## config.mk

```make
export PLATFORM = sky130hd
export DESIGN_NAME = dice_race_game_fsm
export DESIGN_NICKNAME = d
export VERILOG_FILES = /design/src/rtl/dice_game_pkg.sv /design/src/rtl/dice_race_game_fsm_step_timer.sv /design/src/rtl/dice_race_game_fsm.sv
export SDC_FILE = /design/constraint.sdc
export NUM_CORES = 1
export LEC_CHECK = 0
export CORE_MARGIN = 2
export CORE_UTILIZATION = 51
export DETAILED_ROUTE_END_ITERATION = 6
export PLACE_DENSITY = 0.76
export SLEW_MARGIN = 0
export SYNTH_ARGS = -nofsm -noshare
export SYNTH_HDL_FRONTEND = slang
export SYNTH_SLANG_ARGS = --single-unit
```

## constraint.sdc

```tcl
create_clock -name clk -period 2.69 [get_ports clk]
set_clock_uncertainty 0.15 [all_clocks]
set_input_delay 0.4035 -clock clk [delete_from_list [all_inputs] [get_ports clk]]
set_output_delay 0.4035 -clock clk [all_outputs]
set_load 0.01 [all_outputs]
```

## src/rtl/dice_game_pkg.sv

```systemverilog
// Shared colour encodings, game state enum and colour-to-steps mapping.
package dice_game_pkg;

  localparam logic [1:0] COLOR_NONE  = 2'b00;
  localparam logic [1:0] COLOR_RED   = 2'b01;
  localparam logic [1:0] COLOR_GREEN = 2'b10;
  localparam logic [1:0] COLOR_BLUE  = 2'b11;

  typedef enum logic [2:0] {
    S_IDLE       = 3'd0,
    S_WAIT_ROLL  = 3'd1,
    S_MOVE       = 3'd2,
    S_WAIT_CLEAR = 3'd3,
    S_NEXT       = 3'd4,
    S_OVER       = 3'd5
  } game_state_e;

  // Step counts come from the instantiating block's parameters.
  function automatic logic [1:0] color_to_steps(input logic [1:0] color,
                                                input logic [1:0] s_red,
                                                input logic [1:0] s_green,
                                                input logic [1:0] s_blue);
    logic [1:0] steps;
    case (color)
      COLOR_RED:   steps = s_red;
      COLOR_GREEN: steps = s_green;
      COLOR_BLUE:  steps = s_blue;
      default:     steps = 2'd0;
    endcase
    return steps;
  endfunction

endpackage

```

## src/rtl/dice_race_game_fsm_step_timer.sv

```systemverilog
// Animation tick counter: counts 0..STEP_TICKS-1 while enabled, pulses tc
// on the terminal count and wraps to zero.
module step_timer #(
  parameter int STEP_TICKS = 25_000_000
) (
  input  logic clk,
  input  logic reset,
  input  logic clear,
  input  logic enable,
  output logic tc
);

  localparam int CNT_W = (STEP_TICKS > 1) ? $clog2(STEP_TICKS) : 1;
  localparam logic [CNT_W-1:0] LAST = CNT_W'(STEP_TICKS - 1);

  logic [CNT_W-1:0] cnt;

  assign tc = enable && (cnt == LAST);

  // Counter: clear wins, wrap on terminal count, hold when disabled.
  always_ff @(posedge clk or posedge reset) begin
    if (reset)              cnt <= '0;
    else if (clear || tc)   cnt <= '0;
    else if (enable)        cnt <= cnt + 1'b1;
  end

endmodule

```

## src/rtl/dice_race_game_fsm.sv

```systemverilog
// Board race controller: takes dice colours, animates token moves one square
// per STEP_TICKS, rotates turns and flags the winner. All outputs registered.
module dice_race_game_fsm
  import dice_game_pkg::*;
#(
  parameter int NUM_PLAYERS = 2,
  parameter int BOARD_LEN   = 20,
  parameter int STEP_TICKS  = 25_000_000,
  parameter int STEPS_RED   = 1,
  parameter int STEPS_GREEN = 2,
  parameter int STEPS_BLUE  = 3,
  localparam int POS_W      = $clog2(BOARD_LEN + 1)
) (
  input  logic                         clk,
  input  logic                         reset,
  input  logic                         start_pulse,
  input  logic [1:0]                   stable_color,
  input  logic                         result_ready,
  input  logic                         turn_end,
  output logic [2:0]                   game_state,
  output logic [1:0]                   current_player,
  output logic [NUM_PLAYERS*POS_W-1:0] positions,
  output logic [1:0]                   last_roll,
  output logic                         step_pulse,
  output logic [1:0]                   winner,
  output logic                         game_over
);

  localparam logic [POS_W+1:0] FINISH_EXT  = (POS_W+2)'(BOARD_LEN);
  localparam logic [POS_W-1:0] FINISH      = POS_W'(BOARD_LEN);
  localparam logic [1:0]       LAST_PLAYER = 2'(NUM_PLAYERS - 1);

  game_state_e                           state_q, state_d;
  logic [NUM_PLAYERS-1:0][POS_W-1:0]     pos_q, pos_d;
  logic [1:0]                            cp_q, cp_d;
  logic [1:0]                            rem_q, rem_d;
  logic [1:0]                            last_q, last_d;
  logic                                  step_q, step_d;
  logic [1:0]                            win_q, win_d;
  logic                                  over_q, over_d;
  logic                                  clr_q, clr_d;

  logic             timer_clear, timer_tc;
  logic [POS_W-1:0] cur_pos, step_pos;
  logic [POS_W+1:0] new_pos;

  step_timer #(.STEP_TICKS(STEP_TICKS)) u_timer (
    .clk    (clk),
    .reset  (reset),
    .clear  (timer_clear),
    .enable (state_q == S_MOVE),
    .tc     (timer_tc)
  );

  // Current player's square and its saturated one-step successor.
  always_comb begin
    cur_pos = '0;
    for (int p = 0; p < NUM_PLAYERS; p++)
      if (cp_q == 2'(p)) cur_pos = pos_q[p];
    new_pos  = {2'b00, cur_pos} + 1'b1;
    step_pos = (new_pos >= FINISH_EXT) ? FINISH : new_pos[POS_W-1:0];
  end

  // Next-state and next-output logic.
  always_comb begin
    state_d     = state_q;
    pos_d       = pos_q;
    cp_d        = cp_q;
    rem_d       = rem_q;
    last_d      = last_q;
    step_d      = 1'b0;
    win_d       = win_q;
    over_d      = over_q;
    clr_d       = clr_q;
    timer_clear = 1'b0;
    case (state_q)
      S_IDLE: if (start_pulse) begin
        pos_d   = '0;
        cp_d    = 2'd0;
        state_d = S_WAIT_ROLL;
      end
      S_WAIT_ROLL: if (result_ready && stable_color != COLOR_NONE) begin
        rem_d       = color_to_steps(stable_color, 2'(STEPS_RED),
                                     2'(STEPS_GREEN), 2'(STEPS_BLUE));
        last_d      = rem_d;
        clr_d       = 1'b0;
        timer_clear = 1'b1;
        state_d     = S_MOVE;
      end
      S_MOVE: begin
        if (turn_end) clr_d = 1'b1;
        if (timer_tc) begin
          for (int p = 0; p < NUM_PLAYERS; p++)
            if (cp_q == 2'(p)) pos_d[p] = step_pos;
          step_d = 1'b1;
          rem_d  = rem_q - 1'b1;
          if (step_pos == FINISH) begin
            rem_d   = 2'd0;
            win_d   = cp_q;
            over_d  = 1'b1;
            state_d = S_OVER;
          end else if (rem_q <= 2'd1) begin
            rem_d   = 2'd0;
            state_d = (clr_q || turn_end) ? S_NEXT : S_WAIT_CLEAR;
          end
        end
      end
      S_WAIT_CLEAR: if (turn_end) state_d = S_NEXT;
      S_NEXT: begin
        cp_d    = (cp_q == LAST_PLAYER) ? 2'd0 : cp_q + 1'b1;
        last_d  = 2'd0;
        state_d = S_WAIT_ROLL;
      end
      S_OVER: if (start_pulse) begin
        pos_d   = '0;
        cp_d    = 2'd0;
        win_d   = 2'd0;
        over_d  = 1'b0;
        last_d  = 2'd0;
        state_d = S_WAIT_ROLL;
      end
      default: state_d = S_IDLE;
    endcase
  end

  // State and output registers.
  always_ff @(posedge clk or posedge reset) begin
    if (reset) begin
      state_q <= S_IDLE;
      pos_q   <= '0;
      cp_q    <= 2'd0;
      rem_q   <= 2'd0;
      last_q  <= 2'd0;
      step_q  <= 1'b0;
      win_q   <= 2'd0;
      over_q  <= 1'b0;
      clr_q   <= 1'b0;
    end else begin
      state_q <= state_d;
      pos_q   <= pos_d;
      cp_q    <= cp_d;
      rem_q   <= rem_d;
      last_q  <= last_d;
      step_q  <= step_d;
      win_q   <= win_d;
      over_q  <= over_d;
      clr_q   <= clr_d;
    end
  end

  assign game_state     = state_q;
  assign current_player = cp_q;
  assign positions      = pos_q;
  assign last_roll      = last_q;
  assign step_pulse     = step_q;
  assign winner         = win_q;
  assign game_over      = over_q;

endmodule
```

==> out/qor.yml <==
timing:
  rsz0062_at_grt: "false"
  slew_violations: 0
  tightest_slew_ps: 744
  layout_min_cycle_time_ps: 2520
  max_clock_freq_ghz: 0.397
  period_share: 0.937
  hold_viol: 0
  setup-violations-final: 0
  slew_headroom: 0.503
  fin_tns_setup_ps: 0
logic_synthesis:
  synthArstFlopShare: 1.00
  yosysSeqAreaShare: 0.445
  syn_area_sq_um: 2760
  synth_area_per_cell_sq_um: 9.29
  synthCells: 297
  synthTopCellsByArea: "dfrtp_1, nor2_1, nand2_1"
  ys_warn_count: 0
  yosysUniqueCellTypes: 55
  synth_top_area_share: 0.445
  synth_fp_nets: 307
  ys_ff_latch: 49
  yosysTopAreaCell: "dfrtp_1"
  synth_edf_count: 0
  synth_flop_cell: "dfrtp_1"
drt:
  dr.pass1.iters: 4
  met1Wirelength_um: 2740
  top_layer_used: "met4"
  drt_iter0_markers: 187
  wl_um: 5830
  wl_met2_um: 2840
  viasPerCell: 5.75
  routed-wl-met3_um: 192
  wl_per_cell_um: 14.5
  antenna_left: 0
  drcViolationCount: 0
  vias: 2306
die:
  dieHeight_um: 77.5
  dieWidth_um: 77.5
  ios: 28
  rows: 26
  start_util: 0.533
  dieArea_sq_um: 6010
  core_area_sq_um: 5170
cts:
  ctsHoldBuffers: 0
  clock-root-buffer: "clkbuf_8"
  cts.clk_slew.worst_paths_ps: 90
  cts_buffers: 5
  h-tree-depth: 2
  cts_tree: "yes"
  clk-insertion-delay-late_ps: 310
  cts.sinks: 49
  clock_path_buffers: 2
  cts_setup_buffers: 0
power_and_ir_drop:
  switching_power_mw: 0.945
  p_int_mw: 1.70
  power.density_nw_per_um2: 803
  swShare: 0.357
  p_comb_frac: 0.397
  vdd_ir_drop_max_uv: 583
  power_mw: 2.65
  p_clk_frac: 0.238
  seq_power_share: 0.366
  leakage_nw: 1.41
worst_setup_path:
  rr_startpoint: "current_player[0]"
  worst_r2r_endpoint: "game_state[0]"
  crit_fanout: 12
  setup.worst_path.end: "game_state[0]"
  critical-path-slowest-cell: "or4b_4"
  cp-start-kind: "flop"
  r2r_cells: 7
  path_cells: "buf_4, mux2i_1, nand4bb_1, or4b_4, a31oi_1, o21bai_1, o41ai_2"
  cp.required_ps: 2740
  worstSetupStartpoint: "current_player[0]"
  crit_type: "flop to flop"
  cpPeakStageDelay_ps: 530
  crit_arrival_ps: 2570
  rrSetupSlack_ps: 170
  end_kind: "flop"
placed_design:
  hpwl_um: 4240
  gp_congestion: 0.862
  port_buffers: 27
cells_and_area:
  final_layout_size_suffix_gt1_frac: 0.109
  syn2layout_area_growth_pct: 19.4
  mostFrequentLayoutCell: "dfrtp_1"
  n_fill_cell: 437
  fin_nets: 340
  final_cell_mix: "dfrtp_1, nor2_1, clkdlybuf4s50_1"
  diodes: 0
outcome:
  status: "complete, no violations"
job:
  cap_violations: 0
grt:
  grt_antenna_before_repair: 0
  overflow: 0
  grt_first_pass_wirelength_um: 10300
  grt_max_degree: 37
  track_usage: 0.211
  grt_pass1_vias: 2195
hold_path:
  hp-class: "flop to flop"
## Yosys cell counts, types with 5 or more instances
| cell type | count |
|---|---|
| nor2_1 | 34 |
| or3_1 | 8 |
| inv_1 | 12 |
| o21ai_0 | 11 |
| nand3_1 | 10 |
| a21oi_1 | 15 |
| and2_1 | 5 |
| nand4_1 | 8 |
| dfrtp_1 | 49 |
| xor2_1 | 9 |
| and3_1 | 6 |
| clkbuf_1 | 6 |
| o31ai_1 | 8 |
| nand2_1 | 26 |
| mux2i_1 | 5 |
| nor3_1 | 11 |
| buf_2 | 5 |
| xnor2_1 | 10 |
## how the worst min path moves through the flow
| stage | startpoint | end | slack, ps | cells after the start |
|---|---|---|---|---|
| 6_report | positions[3] | positions[3] | 360 | 2 |
| 5_1_grt | game_over | game_over | 390 | 1 |
| 4_1_cts | positions[3] | positions[3] | 370 | 2 |
| 3_5_place_dp | last_roll[1] | last_roll[1] | 350 | 1 |
| 3_3_place_gp | game_over | game_over | 350 | 1 |
| 2_1_floorplan | rem_q[0] | rem_q[0] | 330 | 1 |
## critical path, delay by kind of cell (launching register included)
kind,cells,cell delay (ps)
AO/OA/AOI/OAI,3,690
flip-flops,1,440
AND/OR/NAND/NOR,2,770
multiplexers,1,170
buffers and inverters,1,200
## cells by family (layout without fill, tap and decap cells)
logic type / count (synthesis) / after routing / share of synthesized area
AO/OA/AOI/OAI: 65 / 65 / 0.165
XOR/XNOR: 19 / 19 / 0.0603
adder cells (fa/ha/maj): 3 / 3 / 0.0136
buffers and inverters: 25 / 59 / 0.0377
flip-flops: 49 / 49 / 0.445
multiplexers: 8 / 8 / 0.0304
AND/OR/NAND/NOR: 128 / 128 / 0.249
## metal layers
| metal | track usage | vias to the layer above |
|---|---|---|
| met2 | 0.342 | 45 |
| met1 | 0.292 | 1124 |
| met5 | 0 | - |
| li1 | - | 1130 |
| met4 | 0.0500 | 0 |
| met3 | 0.0419 | 7 |
## registers in the layout (all words and copies together) (netlist names), 2 cells and up
name and count:
last_roll 2, game_state 3, current_player 2, winner 2
rem_q 2, positions 10, u_timer.cnt 25
## final cells by class
class | instances | area (sq um) | area share
Inverter | 12 | 45.0 | 0.0137
Tap cell | 70 | 87.6 | 0.0266
Timing Repair Buffer | 39 | 360 | 0.109
Clock buffer | 5 | 68.8 | 0.0209
Sequential cell | 49 | 1230 | 0.373
Clock inverter | 3 | 68.8 | 0.0209
Multi-Input combinational cell | 223 | 1440 | 0.436
## power by group through the flow
stage / clock network, mW / registers, mW / logic [mW]
finish: 0.629 / 0.968 / 1.05
global route: 0.675 / 0.988 / 1.16
CTS: 0.645 / 0.965 / 1.05
detailed placement: 0 / 0.977 / 1.04
global placement: 0 / 0.979 / 1.03
floorplan: 0 / 0.984 / 0.644
## through the flow
step	hold slack, ps	utilization	setup WS [ps]	cell area, sq um	cells
after floorplan	327	-	82.7	2760	297
final	361	0.637	169	3290	401
after global placement	346	0.608	162	3150	393
after detailed placement	347	0.608	126	3150	393
after CTS	372	0.635	111	3280	401
after global routing	388	0.637	23.5	3290	401
## what timing repair did
| item | CTS | global route |
|---|---|---|
| endpoints found under the setup margin | 0 | 2 |
| resized for setup | 0 | 4 |
| hold endpoints to repair | 0 | 0 |
Power figures use the tool's default switching activity.
